## config.mk

```make
export PLATFORM = sky130hd
export DESIGN_NAME = stopwatch_ctrl
export DESIGN_NICKNAME = d
export VERILOG_FILES = /design/src/rtl/stopwatch_ctrl.sv
export SDC_FILE = /design/constraint.sdc
export NUM_CORES = 1
export LEC_CHECK = 0
export BUFFER_PORTS_ARGS = -buffer_cell sky130_fd_sc_hd__buf_2
export CAP_MARGIN = 20
export CORE_MARGIN = 10
export CORE_UTILIZATION = 55
export DETAILED_ROUTE_END_ITERATION = 12
export PLACE_DENSITY = 0.71
export SYNTH_ARGS = -nofsm -noshare
export SYNTH_HDL_FRONTEND = slang
export SYNTH_SLANG_ARGS = --single-unit
```

## constraint.sdc

```tcl
create_clock -name i_clk -period 2.6 [get_ports i_clk]
set_input_delay 0 -clock i_clk [delete_from_list [all_inputs] [get_ports i_clk]]
set_output_delay 0 -clock i_clk [all_outputs]
set_load 0.05 [all_outputs]
```

## src/rtl/stopwatch_ctrl.sv

```systemverilog
// Purpose: stopwatch mode/timing controller; conditions buttons/switches, runs RUN/PAUSED/ADJ FSM.
// Latency: stable raw button rise to registered effect (clr pulse, paused/state) = DB_CYCLES+3 edges.
// Backpressure: none; all enables are single-cycle fire-and-forget pulses to the digit counters.
//
// Ports:
//   i_clk, i_rst_n               clock, asynchronous active-low reset
//   i_pause_btn, i_clr_btn       raw active-high buttons (asynchronous to i_clk)
//   i_adj_sw, i_sel_sw           raw switches: adjust mode, field select (0 min, 1 sec)
//   o_cnt_en, o_adj_en, o_clr    single-cycle pulses: count second, adjust field, clear digits
//   o_adj_sel                    debounced select switch
//   o_blink                      1 = selected field visible
//   o_state                      00 RUN, 01 PAUSED, 10 ADJ
// Build option: define STOPWATCH_CTRL_BLINK_EN to make o_blink toggle every BLINK_DIV cycles in ADJ;
// otherwise o_blink is held at 1 and the blink divider does not exist.
module stopwatch_ctrl #(
  parameter int ONE_HZ_DIV = 100_000_000,
  parameter int TWO_HZ_DIV = 50_000_000,
  parameter int BLINK_DIV  = 25_000_000,
  parameter int DB_CYCLES  = 1_000_000
) (
  input  logic       i_clk,
  input  logic       i_rst_n,
  input  logic       i_pause_btn,
  input  logic       i_clr_btn,
  input  logic       i_adj_sw,
  input  logic       i_sel_sw,
  output logic       o_cnt_en,
  output logic       o_adj_en,
  output logic       o_adj_sel,
  output logic       o_clr,
  output logic       o_blink,
  output logic [1:0] o_state
);

  typedef enum logic [1:0] {
    ST_RUN    = 2'b00,
    ST_PAUSED = 2'b01,
    ST_ADJ    = 2'b10
  } state_t;

  localparam int D1W = $clog2(ONE_HZ_DIV);
  localparam int D2W = $clog2(TWO_HZ_DIV);
  localparam int DBW = $clog2(DB_CYCLES);
  localparam logic [D1W-1:0] D1_LAST = D1W'(ONE_HZ_DIV - 1);
  localparam logic [D2W-1:0] D2_LAST = D2W'(TWO_HZ_DIV - 1);
  localparam logic [DBW-1:0] DB_LAST = DBW'(DB_CYCLES - 1);

  // Widths above assume at least two cycles per period.
  if (ONE_HZ_DIV < 2 || TWO_HZ_DIV < 2 || BLINK_DIV < 2 || DB_CYCLES < 2) begin : g_param_check
    $error("stopwatch_ctrl: divider and debounce parameters must be >= 2");
  end

  // Bit order for the input path: 0 pause, 1 clear, 2 adjust, 3 select.
  logic [3:0]          w_raw;
  logic [3:0]          r_sync1;
  logic [3:0]          r_sync2;
  logic [3:0]          r_db_lvl;
  logic [3:0][DBW-1:0] r_db_cnt;
  logic [1:0]          r_btn_d;

  logic                w_pause_press;
  logic                w_clr_press;
  logic                w_adj_db;
  logic                w_tick1;
  logic                w_tick2;
  logic                w_paused_nxt;
  logic                w_is_run;
  logic                w_is_adj;
  state_t              w_state_nxt;

  state_t              r_state;
  logic                r_paused;
  logic [D1W-1:0]      r_div1;
  logic [D2W-1:0]      r_div2;
  logic                r_cnt_en;
  logic                r_adj_en;
  logic                r_clr;

  assign w_raw = {i_sel_sw, i_adj_sw, i_clr_btn, i_pause_btn};

  // Synchronizer plus debouncer. The counter tracks how long the synchronized sample has
  // disagreed with the accepted level; any agreement restarts it, so DB_CYCLES consecutive
  // disagreeing samples are needed before the new level is taken.
  always_ff @(posedge i_clk or negedge i_rst_n) begin
    if (!i_rst_n) begin
      r_sync1  <= '0;
      r_sync2  <= '0;
      r_db_lvl <= '0;
      r_db_cnt <= '0;
      r_btn_d  <= '0;
    end else begin
      r_sync1 <= w_raw;
      r_sync2 <= r_sync1;
      r_btn_d <= r_db_lvl[1:0];
      for (int i = 0; i < 4; i++) begin
        if (r_sync2[i] == r_db_lvl[i]) begin
          r_db_cnt[i] <= '0;
        end else if (r_db_cnt[i] == DB_LAST) begin
          r_db_lvl[i] <= r_sync2[i];
          r_db_cnt[i] <= '0;
        end else begin
          r_db_cnt[i] <= r_db_cnt[i] + DBW'(1);
        end
      end
    end
  end

  assign w_pause_press = r_db_lvl[0] & ~r_btn_d[0];
  assign w_clr_press   = r_db_lvl[1] & ~r_btn_d[1];
  assign w_adj_db      = r_db_lvl[2];
  assign w_tick1       = (r_div1 == D1_LAST);
  assign w_tick2       = (r_div2 == D2_LAST);
  // The FSM sees the post-toggle flag so a pause press and an ADJ exit on the same edge agree.
  assign w_paused_nxt  = r_paused ^ w_pause_press;

  always_ff @(posedge i_clk or negedge i_rst_n) begin
    if (!i_rst_n) begin
      r_state <= ST_RUN;
    end else begin
      r_state <= w_state_nxt;
    end
  end

  always_comb begin
    w_state_nxt = ST_RUN;
    w_is_run    = 1'b0;
    w_is_adj    = 1'b0;
    if (w_adj_db) begin
      w_state_nxt = ST_ADJ;
    end else if (w_paused_nxt) begin
      w_state_nxt = ST_PAUSED;
    end
    // The unused encoding 11 behaves as RUN.
    case (r_state)
      ST_PAUSED: w_is_run = 1'b0;
      ST_ADJ:    w_is_adj = 1'b1;
      default:   w_is_run = 1'b1;
    endcase
  end

  // Dividers free-run in every state; a clear press re-phases both so the next count
  // arrives a full period after the clear.
  always_ff @(posedge i_clk or negedge i_rst_n) begin
    if (!i_rst_n) begin
      r_paused <= 1'b0;
      r_div1   <= '0;
      r_div2   <= '0;
      r_cnt_en <= 1'b0;
      r_adj_en <= 1'b0;
      r_clr    <= 1'b0;
    end else begin
      r_paused <= w_paused_nxt;
      r_div1   <= (w_clr_press || w_tick1) ? '0 : r_div1 + D1W'(1);
      r_div2   <= (w_clr_press || w_tick2) ? '0 : r_div2 + D2W'(1);
      r_cnt_en <= w_tick1 & w_is_run & ~w_clr_press;
      r_adj_en <= w_tick2 & w_is_adj & ~w_clr_press;
      r_clr    <= w_clr_press;
    end
  end

`ifdef STOPWATCH_CTRL_BLINK_EN
  localparam int BW = $clog2(BLINK_DIV);
  localparam logic [BW-1:0] B_LAST = BW'(BLINK_DIV - 1);

  logic [BW-1:0] r_bdiv;
  logic          r_blink;

  // Held at visible/zero outside ADJ and on the entry edge, so every ADJ visit starts visible.
  always_ff @(posedge i_clk or negedge i_rst_n) begin
    if (!i_rst_n) begin
      r_bdiv  <= '0;
      r_blink <= 1'b1;
    end else if (!w_is_adj || (w_state_nxt != ST_ADJ)) begin
      r_bdiv  <= '0;
      r_blink <= 1'b1;
    end else if (r_bdiv == B_LAST) begin
      r_bdiv  <= '0;
      r_blink <= ~r_blink;
    end else begin
      r_bdiv  <= r_bdiv + BW'(1);
    end
  end

  assign o_blink = r_blink;
`else
  assign o_blink = 1'b1;
`endif

  assign o_cnt_en  = r_cnt_en;
  assign o_adj_en  = r_adj_en;
  assign o_clr     = r_clr;
  assign o_adj_sel = r_db_lvl[3];
  assign o_state   = r_state;

endmodule

```

# Word level (Yosys, flattened, before mapping)
# Index checks and enable logic that the tools add are counted.
# op_classes
reduce_logical,7
n_eq_ne,12
bitwise,14
n_mux,14
addsub,6
# ops
operator,count
$mux 20,8
$add 20x1->20 const B,4
$eq 20x20->1 const B,4
$add 27x1->27 const B,1
$eq 27x27->1 const B,1
$mux 27,1
$add 26x1->26 const B,1
$eq 26x26->1 const B,1
$mux 26,1
$reduce_and 2->1,4
$not 1->1,7
$and 1x1->1,6
$eq 1x1->1,4
$mux 1,3
$eq 2x1->1 const B,1
$eq 2x2->1 const B,1
$logic_or 1x1->1,2
$mux 2,1
$reduce_or 2->1,1
$xor 1x1->1,1
# word_totals
out_inout_bits,7
regBits,153

# Logic depth before layout (Yosys ltp)
# Gate-level depths: netlist of the first run.
# logic_depth
word_depth,5
depth_mapped,6

# Worst setup path after synthesis of the first run
# Ideal clock, no wire load.
# synth_path
kind,flip-flop to flip-flop
startpoint,register r_div1[0]
endpoint,register r_div1[26]
setup_ns,0.104
arrival_time_ns,1.884
t_required_ns,2.496
stages_incl_launch_ff,6
path_buffers,0
setup_slack_ns,0.612
path_cell_list,dfrtp_1 -> ha_1 -> nand3_1 -> or4_4 -> or3_1 -> a221oi_1
# synth_between
elab_chain_cells,3
word_cells_on_any_way,4
classes_between,1 x add/sub; 1 x eq/ne; 1 x mux; 1 x reduce/logical
# synth_rtl
element,line_no,source
start: declaration,73,logic [D1W-1:0] r_div1;
start signal: assignment,153,r_div1 <= (w_clr_press || w_tick1) ? '0 : r_div1 + D1W'(1);
"parallel branches: the longest is 2 deep, another holds $add 27x1->27",--,
$mux 27 (*),153,
# Every way passes the cells marked *.
# A chain may end at the register's enable or synchronous reset.

# Worst setup path after layout of the first run
# Same ends and word-level chain as after synthesis.

==> results of run 1 <==
[synth_stat cells, drive strengths merged, types with 10 or more instances]
| master | n | area (um2) |
|---|---|---|
| a21oi | 50 | 250 |
| and3 | 12 | 76.3 |
| and4 | 11 | 96.3 |
| buf | 16 | 83.8 |
| dfrtp | 153 | 3830 |
| inv | 22 | 82.6 |
| nand2 | 47 | 176 |
| nand3 | 47 | 248 |
| nand4 | 31 | 221 |
| nor2 | 87 | 327 |
| nor3 | 15 | 75.1 |
| nor4 | 10 | 62.6 |
| o21ai | 27 | 146 |
| o31ai | 27 | 230 |
| or3 | 28 | 175 |
| or4 | 36 | 285 |
| xnor2 | 34 | 298 |
| xor2 | 41 | 359 |
[logic make-up after synthesis]
kind of cell               synth area share (%)
and+or+nand+nor                            25.8
DFF                                        51.8
AOI/OAI and AO/OA                          8.99
xor gates and xnor gates                   8.89
buffers and inverters                      2.66
adders and majority gates                  1.19
muxes                                     0.610
other                                    0.0508
[critical path: cells and delay by family (launching register included)]
family / cells / cell delay [ns]
simple gates: 3 / 1.12
flops: 1 / 0.38
compound gates: 1 / 0.28
fa+ha+maj: 1 / 0.26
[sequential cells by signal, summed over array words and instances, names as in the netlist, 2 cells and up]
register / count
r_div2: 26
r_sync1: 4
r_btn_d: 2
r_sync2: 4
r_db_lvl: 4
r_div1: 27
r_db_cnt: 80
o_state: 2
[cells in the final DEF (no fill, tap or decap), types with 10 or more instances in the layout]
cell type / instances
xnor2_1: 34
and4_1: 11
or4_1: 32
or3_1: 28
clkbuf_16: 17
o31ai_1: 25
and3_1: 11
nand4_1: 28
o21ai_0: 25
xor2_1: 41
buf_2: 10
nand3_1: 46
nand2_1: 47
inv_1: 22
nor2_1: 87
nor3_1: 15
a21oi_1: 50
dfrtp_1: 153
nor4_1: 10
[power by group]
group | total (mW) | switching (mW) | internal, mW
sequential | 2.42 | 0.0205 | 2.40
combinational | 0.126 | 0.0895 | 0.0363
clock | 2.45 | 0.901 | 1.54
total | 5.00 | 1.01 | 3.98
[metal layers]
layer  wire length, um  vias up  global-route usage (%)
met1              6510     2753                    20.6
met2              7030      106                    27.1
met5                 0        -                       0
met4               179        0                    5.21
met3               520       20                    3.91
li1                  -     2707                       -
[per-stage QoR]
| step | hold slack [ns] | area (um2) | util (%) |
|---|---|---|---|
| CTS | 0.205 | 8280 | 62.8 |
| finish | 0.178 | 8280 | 62.8 |
| floorplan | -0.296 | 7390 | - |
| global route | 0.227 | 8280 | 62.8 |
| global placement | 0.0777 | 7640 | 57.9 |
| detailed placement | 0.0890 | 7640 | 57.9 |
[how the worst max path moves through the flow]
stage,to,cells past startpoint
2_1_floorplan,r_div1[26],5
5_1_grt,r_div1[26],5
3_3_place_gp,r_db_cnt[63],4
3_5_place_dp,r_div1[26],5
4_1_cts,r_div1[26],5
6_report,r_div1[26],5
[cell type report]
| cell class | instances | area, um2 | area share [%] |
|---|---|---|---|
| Sequential cell | 153 | 3830 | 46.2 |
| Multi-Input combinational cell | 541 | 3360 | 40.6 |
| Clock buffer | 22 | 464 | 5.61 |
| Tap cell | 176 | 220 | 2.66 |
| Timing Repair Buffer | 26 | 199 | 2.40 |
| Clock inverter | 8 | 121 | 1.47 |
| Inverter | 22 | 82.6 | 0.997 |
[timing repair]
item,CTS,global route
hold buffers,5,0
hold endpoints to repair,81,0
endpoints found under the setup margin,0,0
==> results.ini, run 1 <==
[synthesis]
ys_warn_count = 0
ys_seq_elements = 153
syn-instance-count = 740
ys_seq_area_share_pct = 51.8
ys_async_sr_fraction_pct = 100
synthFlopType = dfrtp_1
netlist_area_um2 = 7390
syn_nets = 753
avgSynthCellArea_um2 = 9.98
synth_edf_count = 0
synth_cell_types = 43

[run_status]
outcome = finished, final reports clean

[clock_network]
cts_root_buffer = clkbuf_16
cts_made_buffers = 17
htree_num_levels = 4
cts_setup_buffers = 0
clock_path_buffers = 2
cts_resized = 0
cts_tree = yes
clkTransAtPathRegs_ns = 0.06
cts_sinks = 153
insertion_delay_ns = 0.42

[cells_and_area]
nets = 774
fin_cells = 948
drive_gt1_share_pct = 8.68
nFillCells = 1083
antenna_cells = 0
areaGrowthSynthToFinish_pct = 12.1

[placed_design]
port_buffers = 11
place_inst = 913
globalplace.congestion = 0.848
dp_hpwl_um = 9450
dp_slack_ns = 0.446

[run]
maxCapViolCount = 0

[die]
rows = 42
pin_count = 13
die_w_um = 136
initial_core_util_pct = 56.0
coreArea_um2 = 13200
dieArea_um2 = 18500
die_h_um = 136

[worst_setup_path]
r2r_end = r_div1[26]
rr_worst_depth = 5
crit_type = flip-flop to flip-flop
startpoint = r_div1[0]
crit_fanout = 5
arrival_ns = 2.47
cpPeakStageDelay_ns = 0.57
rrSetupSlack_ns = 0.45
setup.worst_path.end_class = flip-flop
startpoint_type = flip-flop
crit_path_cell_trace = ha_1 > nand3_1 > or4_4 > or3_1 > a221oi_1
worstPathRequired_ns = 2.91
slowest_stage = or4_4
worstReg2RegStart = r_div1[0]

[pwr]
powerDensity_nw_per_um2 = 603
leakagePower_nw = 3.40
finalPower_mw = 5.00
irDropWorstVdd_uv = 402

[worst_hold_path]
hold_class = input port to async pin

[route]
drt-pass1-iter-count = 5
drt_iter0_drc = 387
drc = 0
antenna_left = 0
vias = 5586
vias_per_cell = 5.89
wl_per_cell_um = 15.0
postRouteWirelength_um = 14200

[sta]
setup_tns_ns = 0
max_freq_mhz = 465
rsz0062_at_grt = false
finalCritPeriodShare_pct = 82.8
slew_violations = 0
hold_violations = 0
finalCriticalPeriod_ns = 2.15
slew_headroom_pct = 51.4
finalSetupViolCount = 0
setup_ws_ns = 0.448
tightest_slew_ns = 0.730
finClkSkew_ns = 0.00852

[grt]
grt_pass1_wl_um = 25100
first_global_vias = 5445
overflow = 0
grt_antenna_before_repair = 0
grt_max_degree = 80
track_usage_pct = 16.3

No activity file was read; power rests on OpenSTA's default activity.
==> run 2, diff against run 1 <==
--- a/config.mk
+++ b/config.mk
@@ -10,7 +10,7 @@
 export CORE_MARGIN = 10
 export CORE_UTILIZATION = 55
 export DETAILED_ROUTE_END_ITERATION = 12
-export PLACE_DENSITY = 0.71
+export PLACE_DENSITY = 0.74
 export SYNTH_ARGS = -nofsm -noshare
 export SYNTH_HDL_FRONTEND = slang
 export SYNTH_SLANG_ARGS = --single-unit
==> constraint.sdc (replaced) <==
create_clock -name i_clk -period 1.8 [get_ports i_clk]
set_input_delay 0 -clock i_clk [delete_from_list [all_inputs] [get_ports i_clk]]
set_output_delay 0 -clock i_clk [all_outputs]
set_load 0.05 [all_outputs]
==> run 2 against run 1 <==
The run now ends with negative setup slack left. Sequential power increased by 45%. Count of clock-buffer cells in the layout unchanged. Worst hold slack got worse by 0.12 ns. Setup slack got worse by 0.61 ns. Critical path depth decreased by 1. Non-clock buffer count increased by 137. Via count increased by 15%. Utilization grew 14 points. Global-route usage increased by 2.4 points. First-iteration DRC count rose by 31%. Clock power increased by 33%. Largest power group is now sequential cells.
==> results.ini, run 2 (synthesis gave the netlist of run 1 again) <==
[sta]
hold-worst-slack_ns = 0.0549  ; -0.123 ns
setup_tns_ns = -8.28  ; -8.28 ns
rsz0062_at_grt = true
finClkSkew_ns = 0.0117  ; +0.00318 ns
setup_ws_ns = -0.164  ; -0.612 ns
max_freq_mhz = 509  ; +9.6%
finalCritPeriodShare_pct = 109  ; +26 points
finalCriticalPeriod_ns = 1.96  ; -0.188 ns
finalSetupViolCount = 105  ; +105
slew_violations = 0  ; unchanged
hold_violations = 0  ; unchanged

[pwr]
seq_power_share_pct = 49.5  ; +1.0 points
irDropWorstVdd_uv = 656  ; +63%
p_sw_share_pct = 23.1  ; +2.8 points
power_frac_clock_pct = 46.0  ; -3.0 points
leakagePower_nw = 4.13  ; +21%
finalPower_mw = 7.06  ; +41%
powerDensity_nw_per_um2 = 699  ; +16%
p_sw_mw = 1.63  ; +61%
internal_power_mw = 5.43  ; +36%
p_comb_share_pct = 4.5  ; +2.0 points

[worst_setup_path]
cpPeakStageDelay_ns = 0.55  ; -0.02 ns
startpoint = r_db_cnt[75]
worstReg2RegStart = r_db_cnt[75]
crit_fanout = 2  ; -3
startpoint_type = flip-flop
setup.worst_path.end_class = flip-flop
crit_type = flip-flop to flip-flop
crit_path_cell_trace = or4b_1 > or4_4 > nor2_2 > mux2_4
slowest_stage = or4_4
arrival_ns = 2.27  ; -0.20 ns
worstPathRequired_ns = 2.11  ; -0.80 ns

[clock_network]
cts_sinks = 153  ; unchanged
cts_root_buffer = clkbuf_16
htree_num_levels = 4  ; unchanged
clkTransAtPathRegs_ns = 0.07  ; about the same
insertion_delay_ns = 0.44  ; +0.02 ns
cts_made_buffers = 17  ; unchanged
clock_path_buffers = 2  ; unchanged
cts_tree = yes

[cells_and_area]
final_util_pct = 76.6  ; +14 points
fin_cells = 1087  ; +15%
antenna_cells = 0  ; unchanged
nets = 911  ; +18%
top_register = r_db_cnt
final_cell_mix = 152 x dfrtp_1, 116 x buf_4, 42 x nand2_1, 41 x xor2_1, 40 x nand3_1
areaGrowthSynthToFinish_pct = 36.8
reg_top3 = r_db_cnt (80), r_div1 (27), r_div2 (26)
layout_commonest_cell = dfrtp_1
drive_gt1_share_pct = 36.7  ; +28 points
finalInstanceArea_um2 = 10100  ; +22%
largest_reg_flops = 80  ; unchanged

[grt]
overflow = 0  ; unchanged
track_usage_pct = 18.7  ; +2.4 points
first_global_vias = 6301  ; +16%
grt_antenna_before_repair = 0  ; unchanged
grt_pass1_wl_um = 28700  ; +14%
grt_max_degree = 55  ; -31%

[die]
initial_core_util_pct = 56.0  ; unchanged
coreArea_um2 = 13200  ; unchanged
pin_count = 13  ; unchanged
rows = 42  ; unchanged
dieArea_um2 = 18500  ; unchanged
die_h_um = 136  ; unchanged
die_w_um = 136  ; unchanged

[route]
wl_per_cell_um = 17.6  ; +17%
vias_per_cell = 5.93  ; +0.66%
postRouteWirelength_um = 19100  ; +34%
drc = 0  ; unchanged
drt-pass1-iter-count = 5  ; unchanged
drt_iter0_drc = 508  ; +31%
antenna_left = 0  ; unchanged
vias = 6447  ; +15%

[placed_design]
place_inst = 1010  ; +11%
dp_hpwl_um = 10800  ; +14%
postPlaceCellArea_um2 = 8440  ; +10%
globalplace.congestion = 0.906  ; +6.9%
dp_slack_ns = -0.184  ; -0.630 ns
port_buffers = 11  ; unchanged

[worst_hold_path]
hold_class = input port to async pin

[run_status]
failed_checks = negative setup slack
outcome = complete, but fails checks

[run]
maxCapViolCount = 0  ; unchanged

==> run 2: changes by cell type in the layout (fill, tap and decap cells not counted), moves of 10 or more <==
cell     before  now
or4_4         4   14
a21oi_1      50   15
or4_1        32   22
buf_6         1   20
nor2_2        0   20
nor2_1       87   39
a21oi_2       0   35
buf_4         9  116
nor2_4        0   28
==> run 2: critical path: cells and delay by family, from the launching register on <==
kind | cells | cell delay, ns
muxes | 1 | 0.30
DFF | 1 | 0.37
and+or+nand+nor | 3 | 1.17
==> run 2: path summary, 6_finish.rpt <==
check | endpoint | slack (ns) | cells past startpoint
hold / removal | r_div2[23] | 0.05 | 2
setup reg to reg | r_db_lvl[3] | -0.16 | 4
min in group i_clk | r_sync1[3] | 0.21 | 2
setup / recovery | r_db_lvl[3] | -0.16 | 4
max in group asynchronous | r_db_cnt[0] | 0.95 | 3
hold reg to reg | r_sync2[3] | 0.35 | 0
==> run 2: what timing repair did <==
action | in CTS | in global routing
hold buffers | 5 | 0
resized for setup | 48 | 141
pin swaps | 17 | 48
setup endpoints to repair | 90 | 129
gates cloned | 5 | 7
buffers inserted | 14 | 15
endpoints found under the hold margin | 157 | 0
==> run 2: per-layer routing <==
layer | global-route usage [%] | routed length (um) | part of all wire (%) | up-vias
li1 | - | - | - | 2995
met1 | 22.3 | 7790 | 41 | 3224
met2 | 32.3 | 10200 | 53 | 183
met3 | 4.87 | 792 | 4.1 | 45
met4 | 6.04 | 412 | 2.2 | 0
met5 | 0 | 0 | 0 | -
==> run 2: power groups by stage <==
stage          clock network, mW  logic, mW  registers, mW
2_1_floorplan                  0     0.0844           3.56
3_3_place_gp                   0      0.207           3.56
3_5_place_dp                   0      0.215           3.56
4_1_cts                     3.29      0.250           3.50
5_1_grt                     3.43      0.347           3.50
6_report                    3.25      0.317           3.50
==> run 2: area by class of cell <==
type,instances,area [um2]
Inverter,22,82.6
Sequential cell,153,3830
Timing Repair Buffer,163,1440
Fill cell,792,3080
Tap cell,176,220
Multi-Input combinational cell,541,4000
Clock inverter,10,68.8
Clock buffer,22,464
